### src/rtl/mc_control_if.sv
// Control-unit <-> datapath bundle: IR fields and ALU flag in, mux selects and strobes out.
interface mc_control_if;
  logic [5:0] op;
  logic [5:0] funct;
  logic       zero;
  logic [3:0] alu_ctl;
  logic       alu_src_a;
  logic [1:0] alu_src_b;
  logic       imm_zext;
  logic [1:0] pc_src;
  logic       pc_en;
  logic       iord;
  logic       ir_write;
  logic       mem_write;
  logic       reg_write;
  logic       reg_dst;
  logic       mem_to_reg;
  logic       illegal;
  logic [3:0] state;

  modport master (
    input  op, funct, zero,
    output alu_ctl, alu_src_a, alu_src_b, imm_zext, pc_src, pc_en, iord, ir_write,
           mem_write, reg_write, reg_dst, mem_to_reg, illegal, state
  );

  modport slave (
    output op, funct, zero,
    input  alu_ctl, alu_src_a, alu_src_b, imm_zext, pc_src, pc_en, iord, ir_write,
           mem_write, reg_write, reg_dst, mem_to_reg, illegal, state
  );
endinterface

### src/rtl/mc_control.sv
// Multi-cycle MIPS-lite control FSM (Moore, except pc_en in BRANCH which follows zero).
module mc_control (
  input  logic            clk,
  input  logic            rst,
  mc_control_if.master    ctl_if
);

  typedef enum logic [3:0] {
    StFetch  = 4'd0,  StDecode = 4'd1,  StMemAdr = 4'd2, StMemRd = 4'd3,
    StMemWb  = 4'd4,  StMemWr  = 4'd5,  StRtEx   = 4'd6, StRtWb  = 4'd7,
    StBranch = 4'd8,  StImmEx  = 4'd9,  StImmWb  = 4'd10, StJump = 4'd11
  } state_e;

  localparam logic [5:0] OpRtype = 6'b000000;
  localparam logic [5:0] OpLw    = 6'b100011;
  localparam logic [5:0] OpSw    = 6'b101011;
  localparam logic [5:0] OpBeq   = 6'b000100;
  localparam logic [5:0] OpBne   = 6'b000101;
  localparam logic [5:0] OpAddi  = 6'b001000;
  localparam logic [5:0] OpAndi  = 6'b001100;
  localparam logic [5:0] OpOri   = 6'b001101;
  localparam logic [5:0] OpJ     = 6'b000010;

  localparam logic [3:0] AluAdd = 4'd0;
  localparam logic [3:0] AluSub = 4'd1;
  localparam logic [3:0] AluAnd = 4'd2;
  localparam logic [3:0] AluOr  = 4'd3;
  localparam logic [3:0] AluXor = 4'd4;

  state_e     r_state, w_next;
  logic       w_rt_legal;
  logic [3:0] w_rt_alu;

  logic [3:0] w_alu_ctl;
  logic       w_alu_src_a, w_imm_zext, w_pc_en, w_iord, w_ir_write, w_mem_write;
  logic       w_reg_write, w_reg_dst, w_mem_to_reg, w_illegal;
  logic [1:0] w_alu_src_b, w_pc_src;

  always_ff @(posedge clk or posedge rst) begin
    if (rst) begin
      r_state <= StFetch;
    end else begin
      r_state <= w_next;
    end
  end

  always_comb begin
    w_rt_legal = 1'b1;
    w_rt_alu   = AluAdd;
    case (ctl_if.funct)
      6'b100000: w_rt_alu = AluAdd;
      6'b100010: w_rt_alu = AluSub;
      6'b100100: w_rt_alu = AluAnd;
      6'b100101: w_rt_alu = AluOr;
      6'b100110: w_rt_alu = AluXor;
      default:   w_rt_legal = 1'b0;
    endcase
  end

  always_comb begin
    w_next       = StFetch;
    w_alu_ctl    = AluAdd;
    w_alu_src_a  = 1'b0;
    w_alu_src_b  = 2'b00;
    w_imm_zext   = 1'b0;
    w_pc_src     = 2'b00;
    w_pc_en      = 1'b0;
    w_iord       = 1'b0;
    w_ir_write   = 1'b0;
    w_mem_write  = 1'b0;
    w_reg_write  = 1'b0;
    w_reg_dst    = 1'b0;
    w_mem_to_reg = 1'b0;
    w_illegal    = 1'b0;

    unique case (r_state)
      StFetch: begin
        w_ir_write  = 1'b1;
        w_alu_src_b = 2'b01;
        w_pc_en     = 1'b1;
        w_next      = StDecode;
      end
      StDecode: begin
        w_alu_src_b = 2'b11;
        case (ctl_if.op)
          OpLw, OpSw:            w_next = StMemAdr;
          OpBeq, OpBne:          w_next = StBranch;
          OpAddi, OpAndi, OpOri: w_next = StImmEx;
          OpJ:                   w_next = StJump;
          OpRtype: begin
            if (w_rt_legal) w_next = StRtEx;
            else            w_illegal = 1'b1;
          end
          default:               w_illegal = 1'b1;
        endcase
      end
      StMemAdr: begin
        w_alu_src_a = 1'b1;
        w_alu_src_b = 2'b10;
        w_next      = (ctl_if.op == OpSw) ? StMemWr : StMemRd;
      end
      StMemRd: begin
        w_iord = 1'b1;
        w_next = StMemWb;
      end
      StMemWb: begin
        w_reg_write  = 1'b1;
        w_mem_to_reg = 1'b1;
      end
      StMemWr: begin
        w_iord      = 1'b1;
        w_mem_write = 1'b1;
      end
      StRtEx: begin
        w_alu_src_a = 1'b1;
        w_alu_ctl   = w_rt_alu;
        w_next      = StRtWb;
      end
      StRtWb: begin
        w_reg_write = 1'b1;
        w_reg_dst   = 1'b1;
      end
      StBranch: begin
        w_alu_src_a = 1'b1;
        w_alu_ctl   = AluSub;
        w_pc_src    = 2'b01;
        // Combinational on zero so the branch resolves in this same cycle.
        w_pc_en     = (ctl_if.op == OpBne) ? ~ctl_if.zero : ctl_if.zero;
      end
      StImmEx: begin
        w_alu_src_a = 1'b1;
        w_alu_src_b = 2'b10;
        w_imm_zext  = (ctl_if.op == OpAndi) || (ctl_if.op == OpOri);
        if (ctl_if.op == OpAndi)     w_alu_ctl = AluAnd;
        else if (ctl_if.op == OpOri) w_alu_ctl = AluOr;
        w_next      = StImmWb;
      end
      StImmWb: begin
        w_reg_write = 1'b1;
      end
      StJump: begin
        w_pc_src = 2'b10;
        w_pc_en  = 1'b1;
      end
      default: w_next = StFetch;
    endcase

    // Reset holds every output low, even though the state register already reads FETCH.
    if (rst) begin
      w_alu_ctl    = AluAdd;
      w_alu_src_a  = 1'b0;
      w_alu_src_b  = 2'b00;
      w_imm_zext   = 1'b0;
      w_pc_src     = 2'b00;
      w_pc_en      = 1'b0;
      w_iord       = 1'b0;
      w_ir_write   = 1'b0;
      w_mem_write  = 1'b0;
      w_reg_write  = 1'b0;
      w_reg_dst    = 1'b0;
      w_mem_to_reg = 1'b0;
      w_illegal    = 1'b0;
    end
  end

  assign ctl_if.alu_ctl    = w_alu_ctl;
  assign ctl_if.alu_src_a  = w_alu_src_a;
  assign ctl_if.alu_src_b  = w_alu_src_b;
  assign ctl_if.imm_zext   = w_imm_zext;
  assign ctl_if.pc_src     = w_pc_src;
  assign ctl_if.pc_en      = w_pc_en;
  assign ctl_if.iord       = w_iord;
  assign ctl_if.ir_write   = w_ir_write;
  assign ctl_if.mem_write  = w_mem_write;
  assign ctl_if.reg_write  = w_reg_write;
  assign ctl_if.reg_dst    = w_reg_dst;
  assign ctl_if.mem_to_reg = w_mem_to_reg;
  assign ctl_if.illegal    = w_illegal;
  assign ctl_if.state      = r_state;

endmodule

### src/flat_wrapper.sv
// flat-port wrapper written by rule: the top's interface ports become plain ports
module mc_control_flat 
  (clk, rst, ctl_if_op, ctl_if_funct, ctl_if_zero, ctl_if_alu_ctl, ctl_if_alu_src_a, ctl_if_alu_src_b, ctl_if_imm_zext, ctl_if_pc_src, ctl_if_pc_en, ctl_if_iord, ctl_if_ir_write, ctl_if_mem_write, ctl_if_reg_write, ctl_if_reg_dst, ctl_if_mem_to_reg, ctl_if_illegal, ctl_if_state);
  mc_control_if ctl_if_i ();
  input  logic clk;
  input  logic rst;
  input wire logic [$bits(ctl_if_i.op)-1:0] ctl_if_op;
  input wire logic [$bits(ctl_if_i.funct)-1:0] ctl_if_funct;
  input wire logic [$bits(ctl_if_i.zero)-1:0] ctl_if_zero;
  output wire logic [$bits(ctl_if_i.alu_ctl)-1:0] ctl_if_alu_ctl;
  output wire logic [$bits(ctl_if_i.alu_src_a)-1:0] ctl_if_alu_src_a;
  output wire logic [$bits(ctl_if_i.alu_src_b)-1:0] ctl_if_alu_src_b;
  output wire logic [$bits(ctl_if_i.imm_zext)-1:0] ctl_if_imm_zext;
  output wire logic [$bits(ctl_if_i.pc_src)-1:0] ctl_if_pc_src;
  output wire logic [$bits(ctl_if_i.pc_en)-1:0] ctl_if_pc_en;
  output wire logic [$bits(ctl_if_i.iord)-1:0] ctl_if_iord;
  output wire logic [$bits(ctl_if_i.ir_write)-1:0] ctl_if_ir_write;
  output wire logic [$bits(ctl_if_i.mem_write)-1:0] ctl_if_mem_write;
  output wire logic [$bits(ctl_if_i.reg_write)-1:0] ctl_if_reg_write;
  output wire logic [$bits(ctl_if_i.reg_dst)-1:0] ctl_if_reg_dst;
  output wire logic [$bits(ctl_if_i.mem_to_reg)-1:0] ctl_if_mem_to_reg;
  output wire logic [$bits(ctl_if_i.illegal)-1:0] ctl_if_illegal;
  output wire logic [$bits(ctl_if_i.state)-1:0] ctl_if_state;
  assign ctl_if_i.op = ctl_if_op;
  assign ctl_if_i.funct = ctl_if_funct;
  assign ctl_if_i.zero = ctl_if_zero;
  assign ctl_if_alu_ctl = ctl_if_i.alu_ctl;
  assign ctl_if_alu_src_a = ctl_if_i.alu_src_a;
  assign ctl_if_alu_src_b = ctl_if_i.alu_src_b;
  assign ctl_if_imm_zext = ctl_if_i.imm_zext;
  assign ctl_if_pc_src = ctl_if_i.pc_src;
  assign ctl_if_pc_en = ctl_if_i.pc_en;
  assign ctl_if_iord = ctl_if_i.iord;
  assign ctl_if_ir_write = ctl_if_i.ir_write;
  assign ctl_if_mem_write = ctl_if_i.mem_write;
  assign ctl_if_reg_write = ctl_if_i.reg_write;
  assign ctl_if_reg_dst = ctl_if_i.reg_dst;
  assign ctl_if_mem_to_reg = ctl_if_i.mem_to_reg;
  assign ctl_if_illegal = ctl_if_i.illegal;
  assign ctl_if_state = ctl_if_i.state;
  mc_control u_core (.clk(clk), .rst(rst), .ctl_if(ctl_if_i));
endmodule
### config.mk
export PLATFORM = sky130hd
export DESIGN_NAME = mc_control_flat
export DESIGN_NICKNAME = d
export VERILOG_FILES = /design/src/rtl/mc_control_if.sv /design/src/rtl/mc_control.sv /design/src/flat_wrapper.sv
export SDC_FILE = /design/constraint.sdc
export NUM_CORES = 1
export LEC_CHECK = 0
export CAP_MARGIN = 30
export CELL_PAD_IN_SITES_DETAIL_PLACEMENT = 1
export CELL_PAD_IN_SITES_GLOBAL_PLACEMENT = 2
export CORE_MARGIN = 1.5
export CORE_UTILIZATION = 17
export CTS_CLUSTER_DIAMETER = 80
export DETAILED_ROUTE_END_ITERATION = 7
export GPL_ROUTABILITY_DRIVEN = 0
export GPL_TIMING_DRIVEN = 0
export PLACE_DENSITY_LB_ADDON = 0.15
export RECOVER_POWER = 50
export SYNTH_ARGS = -nofsm -noshare
export SYNTH_HDL_FRONTEND = slang
export SYNTH_SLANG_ARGS = --single-unit
### constraint.sdc
create_clock -name clk -period 1.5 [get_ports clk]
set_input_delay 0.3 -clock clk [delete_from_list [all_inputs] [get_ports clk]]
set_output_delay 0.3 -clock clk [all_outputs]
set_load 0.05 [all_outputs]
==> impl_metrics.env <==
export IMPL_rows=22
export IMPL_worst_skew_pair_late_latency_ns=0.22
export IMPL_synth_edff_count=0
export IMPL_vias_per_cell=4.58
export IMPL_swShare_pct=47.8
export IMPL_cts_made_buffers=3
export IMPL_cp_arrival_ns=1.70
export IMPL_die_area_sq_mm=0.00432
export IMPL_crit_path_end_kind="primary output"
export IMPL_p_per_area_mw_per_mm2=1290
export IMPL_syn_area_per_cell_sq_um=6.68
export IMPL_io_buffer_count=34
export IMPL_switchingPower_mw=1.12
export IMPL_reg2reg_from="u_core.ctl_if.state[1]"
export IMPL_vias=958
export IMPL_final_nets=178
export IMPL_worstSetupPathType="flop to primary output"
export IMPL_firstDrtPassIters=4
export IMPL_crit_buf_inv=2
export IMPL_whs_ns=0.230
export IMPL_antenna_found_initial=0
export IMPL_cts_htree_levels=1
export IMPL_drt_iter0_markers=8
export IMPL_grt_usage_pct=14.3
export IMPL_gr_total_overflow=0
export IMPL_core_area_sq_mm=0.00372
export IMPL_ys_async_sr_fraction_pct=100
export IMPL_maxCapViolCount=0
export IMPL_drt_wl_total_microns=2960
export IMPL_antenna_left=0
export IMPL_cts_path_max_buffers=2
export IMPL_drv_slew=0
export IMPL_synthFlopType="dfrtp_1"
export IMPL_reg2reg_depth=4
export IMPL_irDropWorstVdd_v=0.000451
export IMPL_clock_sinks=4
export IMPL_holdBufCountCts=0
export IMPL_yosysUniqueCellTypes=40
export IMPL_critPathTopFamily="simple AND/OR/NAND/NOR gates"
export IMPL_finClkSkew_ns=0.000551
export IMPL_finalCritPeriodShare_pct=133
export IMPL_seqPwrFrac_pct=7.9
export IMPL_die_w_microns=65.7
export IMPL_power_internal_mw=1.23
export IMPL_pin_count=37
export IMPL_slowest_delay_ns=0.40
export IMPL_root_buffer="clkbuf_8"
export IMPL_p_clk_share_pct=9.7
export IMPL_pre_cts_ws_ns=-1.42
export IMPL_grt_first_pass_wirelength_microns=4690
export IMPL_largest_reg_flops=4
export IMPL_grt_max_degree=11
export IMPL_die_h_microns=65.7
export IMPL_rsz0062_at_grt="yes"
export IMPL_hp_class="input pin to async pin"
export IMPL_yosys_warnings=0
export IMPL_clock_fmax_mhz=500
export IMPL_violations="setup timing"
export IMPL_finalWorstSetupSlack_ns=-0.499
export IMPL_cp_start_kind="flop"
export IMPL_combPwrFrac_pct=82.4
export IMPL_setup_violations_final=19
export IMPL_timing_rr_end="u_core.ctl_if.state[0]"
export IMPL_status="finished with violations"
export IMPL_drive_gt1_share_pct=73.3
export IMPL_ys_seq_area_share_pct=15.0
export IMPL_path_cells="buf_8 -> and4bb_2 -> nand4_1 -> or2_4 -> a21oi_4 -> buf_6"
export IMPL_r2r_setup_slack_ns=0.12
export IMPL_hold_violations=0
export IMPL_required_ns=1.20
export IMPL_cts_tree="built"
export IMPL_antennaDiodeCount=0
export IMPL_syn_inst=100
export IMPL_power_mw=2.35
export IMPL_start_util_pct=18.0
export IMPL_period_needed_ns=2.00
export IMPL_syn_cell_area_sq_um=668
export IMPL_crit_path_top_delay_cell="dfrtp_2"
export IMPL_grt_pass1_vias=953
export IMPL_hpwl_microns=2070
export IMPL_synth_seq_cells=4
export IMPL_cp_max_fo=5
export IMPL_area_growth_synth_to_final_pct=172
export IMPL_wl_per_cell_microns=14.2
export IMPL_power_leakage_nw=0.694
export IMPL_path_depth=6
export IMPL_final_util_pct=49.0
export IMPL_drc_errors=0
export IMPL_syn_num_nets=115
export IMPL_clkSlewWorstSetupHoldPaths_ns=0.03
-- power groups by stage --
stage / Sequential [mW] / Clock [mW] / Combinational, mW
finish: 0.186 / 0.227 / 1.94
global route: 0.191 / 0.241 / 2.04
CTS: 0.187 / 0.235 / 1.62
detailed placement: 0.187 / 0 / 1.37
global placement: 0.187 / 0 / 1.37
floorplan: 0.287 / 0 / 0.920
-- worst register-to-register path, stage by stage, from the launching register on --
cell and delay (ns):
dfrtp_2 0.43, clkbuf_16 0.18, buf_6 0.13, a2111o_1 0.31
a221oi_2 0.24
-- worst max-delay path by stage --
stage	start	endpoint	slack [ns]
after floorplan	u_core.ctl_if.state[2]	ctl_if_illegal	-0.56
after global placement	ctl_if_op[3]	ctl_if_illegal	-1.39
after detailed placement	ctl_if_op[3]	ctl_if_illegal	-1.42
after CTS	u_core.ctl_if.state[0]	ctl_if_alu_ctl[1]	-0.59
after global routing	u_core.ctl_if.state[0]	ctl_if_alu_ctl[1]	-0.54
final	u_core.ctl_if.state[0]	ctl_if_alu_ctl[1]	-0.50
-- cell usage after synthesis (2+ instances only) --
master	n	area share, %
nor2_1	15	8.4
a21oi_1	8	6.0
nand2b_1	7	6.6
inv_1	5	2.8
nand2_1	5	2.8
nand3_1	5	3.7
clkbuf_1	4	2.2
dfrtp_1	4	15
nor3_1	4	3.0
o21ai_0	4	3.0
nor2b_1	3	2.8
or3_1	3	2.8
a31oi_1	2	1.9
nand4b_1	2	2.6
nor3b_1	2	2.2
o21ai_1	2	1.5
or2_2	2	1.9
-- cells in the final DEF, fill, tap and decap left out, types with 4 or more instances in the layout --
cell type / Yosys / routed
a21oi_1: 8 / 5
buf_6: 0 / 20
nand2b_4: 0 / 6
nor2_4: 0 / 10
clkdlybuf4s50_1: 0 / 4
dlygate4sd2_1: 0 / 4
buf_4: 1 / 21
nor3_4: 0 / 4
dfrtp_2: 0 / 4
-- final cells by class --
class | count | area [sq um]
Sequential cell | 4 | 105
Clock buffer | 3 | 41.3
Buffer | 6 | 92.6
Multi-Input combinational cell | 84 | 928
Tap cell | 48 | 60.1
Fill cell | 434 | 1900
Timing Repair Buffer | 59 | 558
Inverter | 5 | 33.8
-- layer usage --
| layer | vias up | track usage [%] | wire length (microns) |
|---|---|---|---|
| li1 | 483 | - | - |
| met1 | 446 | 18.0 | 1300 |
| met2 | 24 | 24.7 | 1520 |
| met3 | 5 | 1.03 | 91 |
| met4 | 0 | 6.25 | 50 |
| met5 | - | 0 | 0 |
-- cells by family after synthesis --
family | Yosys count | share of synthesized area (%)
other | 1 | 0.561
buffers and inverters | 12 | 7.49
XOR/XNOR | 2 | 2.62
AND/OR/NAND/NOR | 56 | 47.0
AO/OA/AOI/OAI | 25 | 27.3
flip-flops | 4 | 15.0
-- through the flow --
stage	area (sq um)	TNS (ns)	cells
after floorplan	966	-4.24	100
after global placement	1370	-18.20	182
after detailed placement	1370	-18.31	182
after CTS	1630	-5.36	195
after global routing	1820	-6.40	209
final	1820	-5.23	209
-- timing repair --
action	in CTS	in global routing
cloned	0	0
pin swaps	13	17
setup buffers	10	15
hold endpoints to repair	0	0
gates resized for setup	164	38
endpoints found under the setup margin	24	21
Power figures use the tool's default switching activity.
